--- config.mk ---
export PLATFORM = sky130hd
export DESIGN_NAME = h264dc_coeff_collector
export DESIGN_NICKNAME = d
export VERILOG_FILES = /design/src/rtl/h264dc_pkg.sv /design/src/rtl/h264dc_coeff_bank.sv /design/src/rtl/h264dc_coeff_collector.sv
export SDC_FILE = /design/constraint.sdc
export NUM_CORES = 1
export LEC_CHECK = 0
export BUFFER_PORTS_ARGS = -buffer_cell sky130_fd_sc_hd__buf_4
export CAP_MARGIN = 5
export CORE_ASPECT_RATIO = 1.1
export CORE_MARGIN = 3
export CORE_UTILIZATION = 44
export DETAILED_ROUTE_END_ITERATION = 7
export GPL_ROUTABILITY_DRIVEN = 0
export PLACE_DENSITY_LB_ADDON = 0.08
export SETUP_SLACK_MARGIN = 0.05
export SYNTH_ARGS = -nofsm -noshare
export SYNTH_HDL_FRONTEND = slang
export SYNTH_SLANG_ARGS = --single-unit
export TNS_END_PERCENT = 1
--- constraint.sdc ---
create_clock -name CLK -period 5.2 [get_ports CLK]
set_input_delay 0.26 -clock CLK [delete_from_list [all_inputs] [get_ports CLK]]
set_output_delay 0.26 -clock CLK [all_outputs]
set_load 0.01 [all_outputs]
--- src/rtl/h264dc_pkg.sv ---
// h264dc_pkg -- shared definitions for the H.264 luma DC coefficient collector.
//   COEFF_W_DEFAULT : default signed DC coefficient width
//   ROWS            : rows (and columns) of the 4x4 DC matrix
//   bank_state_e    : occupancy state of one 16-entry coefficient bank
//   collector_dbg_t : observable collector state (pointers and both bank states)
//   blk_to_raster() : maps H.264 4x4 block order k to raster index y*4+x
package h264dc_pkg;

    localparam int COEFF_W_DEFAULT = 16;
    localparam int ROWS            = 4;
    localparam int BANK_DEPTH      = ROWS * ROWS;

    typedef enum logic [1:0] {
        BANK_EMPTY   = 2'd0,
        BANK_FILLING = 2'd1,
        BANK_FULL    = 2'd2
    } bank_state_e;

    typedef struct packed {
        logic        rd_ptr;
        logic        wr_ptr;
        bank_state_e bank1;
        bank_state_e bank0;
    } collector_dbg_t;

    // Block k sits at x = 2*k[2] + k[0], y = 2*k[3] + k[1].
    // Raster index y*4 + x is therefore just a bit shuffle of k.
    function automatic logic [3:0] blk_to_raster(input logic [3:0] k);
        return {k[3], k[1], k[2], k[0]};
    endfunction

endpackage

--- src/rtl/h264dc_coeff_bank.sv ---
// h264dc_coeff_bank -- one 16-entry register bank holding a 4x4 DC matrix in
// raster order, with one write port and one whole-row read port.
//   clk, rst_n : clock, asynchronous active-low reset (clears contents)
//   wr_en      : write wr_data at raster index wr_addr this cycle
//   wr_addr    : raster index y*4+x
//   wr_data    : coefficient to store (bit-exact, no arithmetic)
//   rd_row     : row to present on rd_data
//   rd_data    : the four coefficients of rd_row, column 0 in the LSBs
module h264dc_coeff_bank
    import h264dc_pkg::*;
#(
    parameter int COEFF_W = COEFF_W_DEFAULT
) (
    input  logic                   clk,
    input  logic                   rst_n,
    input  logic                   wr_en,
    input  logic [3:0]             wr_addr,
    input  logic [COEFF_W-1:0]     wr_data,
    input  logic [1:0]             rd_row,
    output logic [4*COEFF_W-1:0]   rd_data
);

    logic [COEFF_W-1:0] mem_q [BANK_DEPTH];
    logic [COEFF_W-1:0] mem_d [BANK_DEPTH];

    always_comb begin
        mem_d = mem_q;
        if (wr_en) begin
            mem_d[wr_addr] = wr_data;
        end
    end

    always_ff @(posedge clk or negedge rst_n) begin
        if (!rst_n) begin
            for (int i = 0; i < BANK_DEPTH; i++) begin
                mem_q[i] <= '0;
            end
        end else begin
            mem_q <= mem_d;
        end
    end

    always_comb begin
        rd_data = {mem_q[{rd_row, 2'd3}], mem_q[{rd_row, 2'd2}],
                   mem_q[{rd_row, 2'd1}], mem_q[{rd_row, 2'd0}]};
    end

endmodule

--- src/rtl/h264dc_coeff_collector.sv ---
// h264dc_coeff_collector -- gathers the 16 luma DC coefficients of a macroblock
// (arriving in H.264 4x4 block order) into a double-buffered 4x4 matrix and
// hands it downstream one raster row at a time.
//   CLK, RESET : clock, asynchronous active-low reset
//   DC_IN      : signed DC coefficient, DC_VALID / DC_READY handshake
//   ROW_OUT    : one raster row (column 0 in LSBs), ROW_VALID / ROW_READY
//   ROW_IDX    : row number of ROW_OUT, ROW_LAST high with row 3
//   DBG_STATE  : read/write pointers and both bank states
//
// Handshake: a transfer happens on a rising CLK edge where valid and ready are
// both high. A producer holding valid keeps its data stable until the transfer;
// ready may change freely and never depends on the same side's valid.
module h264dc_coeff_collector
    import h264dc_pkg::*;
#(
    parameter int COEFF_W = COEFF_W_DEFAULT
) (
    input  logic                   CLK,
    input  logic                   RESET,
    input  logic [COEFF_W-1:0]     DC_IN,
    input  logic                   DC_VALID,
    output logic                   DC_READY,
    output logic [4*COEFF_W-1:0]   ROW_OUT,
    output logic                   ROW_VALID,
    input  logic                   ROW_READY,
    output logic [1:0]             ROW_IDX,
    output logic                   ROW_LAST,
    output collector_dbg_t         DBG_STATE
);

    bank_state_e bank_state_q [2];
    bank_state_e bank_state_d [2];
    logic        wr_ptr_q,  wr_ptr_d;
    logic        rd_ptr_q,  rd_ptr_d;
    logic [3:0]  in_cnt_q,  in_cnt_d;
    logic [1:0]  row_idx_q, row_idx_d;

    logic                 in_fire;
    logic                 out_fire;
    logic [1:0]           bank_wr_en;
    logic [4*COEFF_W-1:0] bank_rd_data [2];

    // Ready/valid come straight from the registered bank states.
    always_comb begin
        DC_READY  = (bank_state_q[wr_ptr_q] != BANK_FULL);
        ROW_VALID = (bank_state_q[rd_ptr_q] == BANK_FULL);
        in_fire   = DC_VALID  && DC_READY;
        out_fire  = ROW_VALID && ROW_READY;
    end

    // An input needs a non-FULL bank and an output needs a FULL one, so the two
    // fires can never touch the same bank: both updates apply independently.
    always_comb begin
        bank_state_d = bank_state_q;
        wr_ptr_d     = wr_ptr_q;
        rd_ptr_d     = rd_ptr_q;
        in_cnt_d     = in_cnt_q;
        row_idx_d    = row_idx_q;
        if (in_fire) begin
            in_cnt_d = in_cnt_q + 4'd1;
            if (in_cnt_q == 4'd15) begin
                bank_state_d[wr_ptr_q] = BANK_FULL;
                wr_ptr_d               = ~wr_ptr_q;
            end else begin
                bank_state_d[wr_ptr_q] = BANK_FILLING;
            end
        end
        if (out_fire) begin
            row_idx_d = row_idx_q + 2'd1;
            if (row_idx_q == 2'd3) begin
                bank_state_d[rd_ptr_q] = BANK_EMPTY;
                rd_ptr_d               = ~rd_ptr_q;
            end
        end
    end

    always_ff @(posedge CLK or negedge RESET) begin
        if (!RESET) begin
            bank_state_q[0] <= BANK_EMPTY;
            bank_state_q[1] <= BANK_EMPTY;
            wr_ptr_q        <= 1'b0;
            rd_ptr_q        <= 1'b0;
            in_cnt_q        <= 4'd0;
            row_idx_q       <= 2'd0;
        end else begin
            bank_state_q <= bank_state_d;
            wr_ptr_q     <= wr_ptr_d;
            rd_ptr_q     <= rd_ptr_d;
            in_cnt_q     <= in_cnt_d;
            row_idx_q    <= row_idx_d;
        end
    end

    always_comb begin
        bank_wr_en[0] = in_fire && !wr_ptr_q;
        bank_wr_en[1] = in_fire &&  wr_ptr_q;
    end

    for (genvar b = 0; b < 2; b++) begin : g_bank
        h264dc_coeff_bank #(
            .COEFF_W (COEFF_W)
        ) u_bank (
            .clk     (CLK),
            .rst_n   (RESET),
            .wr_en   (bank_wr_en[b]),
            .wr_addr (blk_to_raster(in_cnt_q)),
            .wr_data (DC_IN),
            .rd_row  (row_idx_q),
            .rd_data (bank_rd_data[b])
        );
    end

    // Row data is forced to zero whenever no row is offered, so reset and idle
    // both present ROW_OUT = 0.
    always_comb begin
        ROW_OUT   = ROW_VALID ? bank_rd_data[rd_ptr_q] : '0;
        ROW_IDX   = row_idx_q;
        ROW_LAST  = ROW_VALID && (row_idx_q == 2'd3);
        DBG_STATE = '{rd_ptr: rd_ptr_q, wr_ptr: wr_ptr_q,
                      bank1: bank_state_q[1], bank0: bank_state_q[0]};
    end

endmodule

==> qor.yml <==
drc: 0
ys_seq_area_frac: 0.539
cpMaxStageDelayCell: "dfrtp_4"
arrival_ns: 3.03
grt_pass1_vias: 14250
r2r-start: "DBG_STATE[0]"
dr.pass1.iters: 4
ctsRootBufferMaster: "clkbuf_16"
nets: 1524
dieArea_mm2: 0.0582
worstPathCellList: "buf_12 -> mux4_2 -> a22o_1 -> buf_4"
hold_path.class: "input port to register"
yosysWarnings: 0
n_fill_cell: 4589
via_per_inst: 5.70
post_cts_buffers: 0
setup.worst_path.end: "ROW_OUT[26]"
dieHeight_um: 253
num_vias: 12971
synth_edf_count: 0
drv_cap: 0
maxSlewHeadroom: 0.247
antenna_found_initial: 0
drtAntennaViolNets: 0
rsz0062_at_grt: "false"
cts_tree: "done"
critPathLaunch: "ROW_IDX[1]"
fin_crit_sh: 0.632
met3_usage: 0.0326
start_util: 0.449
htreeDepth: 2
drive_gt1_frac: 0.585
initialDrtViolationCount: 685
grt_pass1_wl_mm: 89.5
syn_nets: 1473
core_mm2: 0.0542
hold_viol: 0
synth.distinct_cells: 40
worst_pin_slew_ns: 1.13
tns_ns: 0
cts_sinks: 524
synth_area_mm2: 0.0243
cp_top_family: "flip-flops"
cp.depth: 4
path_clk_slew_ns: 0.06
setup_ws_ns: 1.91
antennaDiodeCount: 0
ir_worst_vdd_mv: 0.290
crit_type: "register to output port"
dp_slack_ns: 2.51
ys_seq_elements: 524
insertion_delay_ns: 0.61
use_met2: 0.335
timing.fmax_ghz: 0.304
end_kind: "output port"
async_flop_share: 1.00
cp-start-kind: "register"
slowest_delay_ns: 0.97
grt-busiest-layer: "met2"
powerDensity_mw_per_mm2: 578
rows: 89
cp.required_ns: 4.94
r2r-end: "ROW_IDX[1]"
p_leak_nw: 11.9
holdCritStartpoint: "DC_IN[14]"
slew_violations: 0
area_growth_syn_to_layout_pct: 12.6
min_period_ns: 3.29
overflow: 0
met1_usage: 0.282
ios: 95
grt_usage: 0.201
critPathBufInv: 2
fp.dieW_um: 230
wl_per_cell_um: 25.1
status: "completed"
hpwl_mm: 31.9
cts_buffers: 57
p_total_w: 0.0159
synthFlopType: "dfrtp_1"
syn_inst: 1451
grt_max_degree: 151
skew_ns: 0.0238
wirelength_mm: 57.1
cts.path.max_buffers: 3
syn_area_per_cell_um2: 16.8
finalSetupViolations: 0
r2r_cells: 4
critPathMaxFanout: 83
reg2reg_slack_ns: 2.78
io_buffers: 94
placed cells by master, fill, tap and decap left out, drive strengths merged:
master / count
o21a: 3
dlygate4sd3: 3
o2111ai: 2
or2: 3
or3: 2
xnor2: 3
nand2: 3
and3b: 1
xor2: 1
dfrtp: 524
nor4: 26
o21ai: 3
ha: 2
o22ai: 1
inv: 1
clkinvlp: 1
bufinv: 2
nand2b: 6
a21bo: 1
clkinv: 15
and2: 1
and3: 1
a32oi: 2
nand3: 1
nor2b: 2
a31oi: 2
a22o: 64
buf: 134
mux4: 128
nor2: 2
mux2: 514
clkbuf: 86
or4: 6
nand3b: 1
nor3b: 1
kinds of logic (layout without fill, tap and decap cells):
group                    count (synthesis)  count (layout)  synth area share
buffers and inverters                  145             242            0.0347
flip-flops                             524             524             0.539
XOR/XNOR                                 4               4           0.00144
adder cells (fa/ha/maj)                  2               2           0.00103
AND/OR/NAND/NOR                         56              56            0.0316
multiplexers                           642             642             0.365
AO/OA/AOI/OAI                           78              78            0.0272
report_power, final:
part	switching [W]	internal (W)
Sequential	0.00100	0.00591
Combinational	0.00183	0.00308
Clock	0.00165	0.00238
Total	0.00448	0.0114
per-stage QoR:
| step | hold WS (ns) | cells | util | instance area (um^2) |
|---|---|---|---|---|
| after floorplan | -0.0356 | 1451 | - | 24300 |
| after global placement | 0.273 | 2168 | 0.470 | 25500 |
| after detailed placement | 0.280 | 2168 | 0.470 | 25500 |
| after CTS | 0.134 | 2276 | 0.505 | 27400 |
| after global routing | 0.172 | 2276 | 0.505 | 27400 |
| final | 0.185 | 2276 | 0.505 | 27400 |
cell usage after synthesis (3+ instances only):
cell	n	share of area
mux4_2	128	0.12
dlygate4sd1_1	10	0.0036
o21a_1	3	0.00093
xnor2_1	3	0.0011
nand2b_1	6	0.0015
or4_4	6	0.0028
clkbuf_1	66	0.010
buf_2	38	0.0078
buf_4	7	0.0022
nor4_4	26	0.023
a22o_1	64	0.023
mux2_1	8	0.0037
mux2_2	446	0.21
o21ai_0	3	0.00062
buf_6	18	0.0083
mux2_4	60	0.037
dfrtp_1	524	0.54
buf_1	3	0.00046
worst register-to-register path: stages, from the launching register on:
cell     delay (ns)
dfrtp_1        0.44
nor3b_2        0.20
buf_4          0.88
o21ai_0        0.42
mux2_2         0.36
timing repair:
action | 4_1_cts | 5_1_grt
hold buffers | 3 | 0
hold endpoints to repair | 73 | 0
resized for setup | 0 | 0
registers in the layout (all words and copies together) (netlist names):
name	flops
in_cnt_q	4
ROW_IDX	2
DBG_STATE	4
wr_ptr_q	1
rd_ptr_q	1
g_bank.u_bank.mem_q	512
area by class of cell:
| class | instances | area (um^2) | share of cell area |
|---|---|---|---|
| sequential | 524 | 13100 | 0.479 |
| clock inverter | 19 | 151 | 0.00552 |
| timing repair buffer | 137 | 1090 | 0.0399 |
| clock buffer | 86 | 1730 | 0.0630 |
| tap | 728 | 911 | 0.0332 |
| multi-input combinational | 782 | 10400 | 0.380 |
layer usage:
layer  vias up  part of all wire  wire length (um)
met2       222              0.49             27900
li1       5577                 -                 -
met4         0             0.016               890
met3        65             0.047              2660
met1      7107              0.45             25700
met5         -                 0                 0
how the worst min path moves through the flow:
stage | end | cells past startpoint
after floorplan | DBG_STATE[0] | 0
after global placement | g_bank[1].u_bank.mem_q[200] | 1
after detailed placement | g_bank[0].u_bank.mem_q[186] | 1
after CTS | g_bank[1].u_bank.mem_q[254] | 2
after global routing | g_bank[1].u_bank.mem_q[254] | 2
final | g_bank[1].u_bank.mem_q[158] | 2
Note: power is estimated with default switching activity, not from simulation.
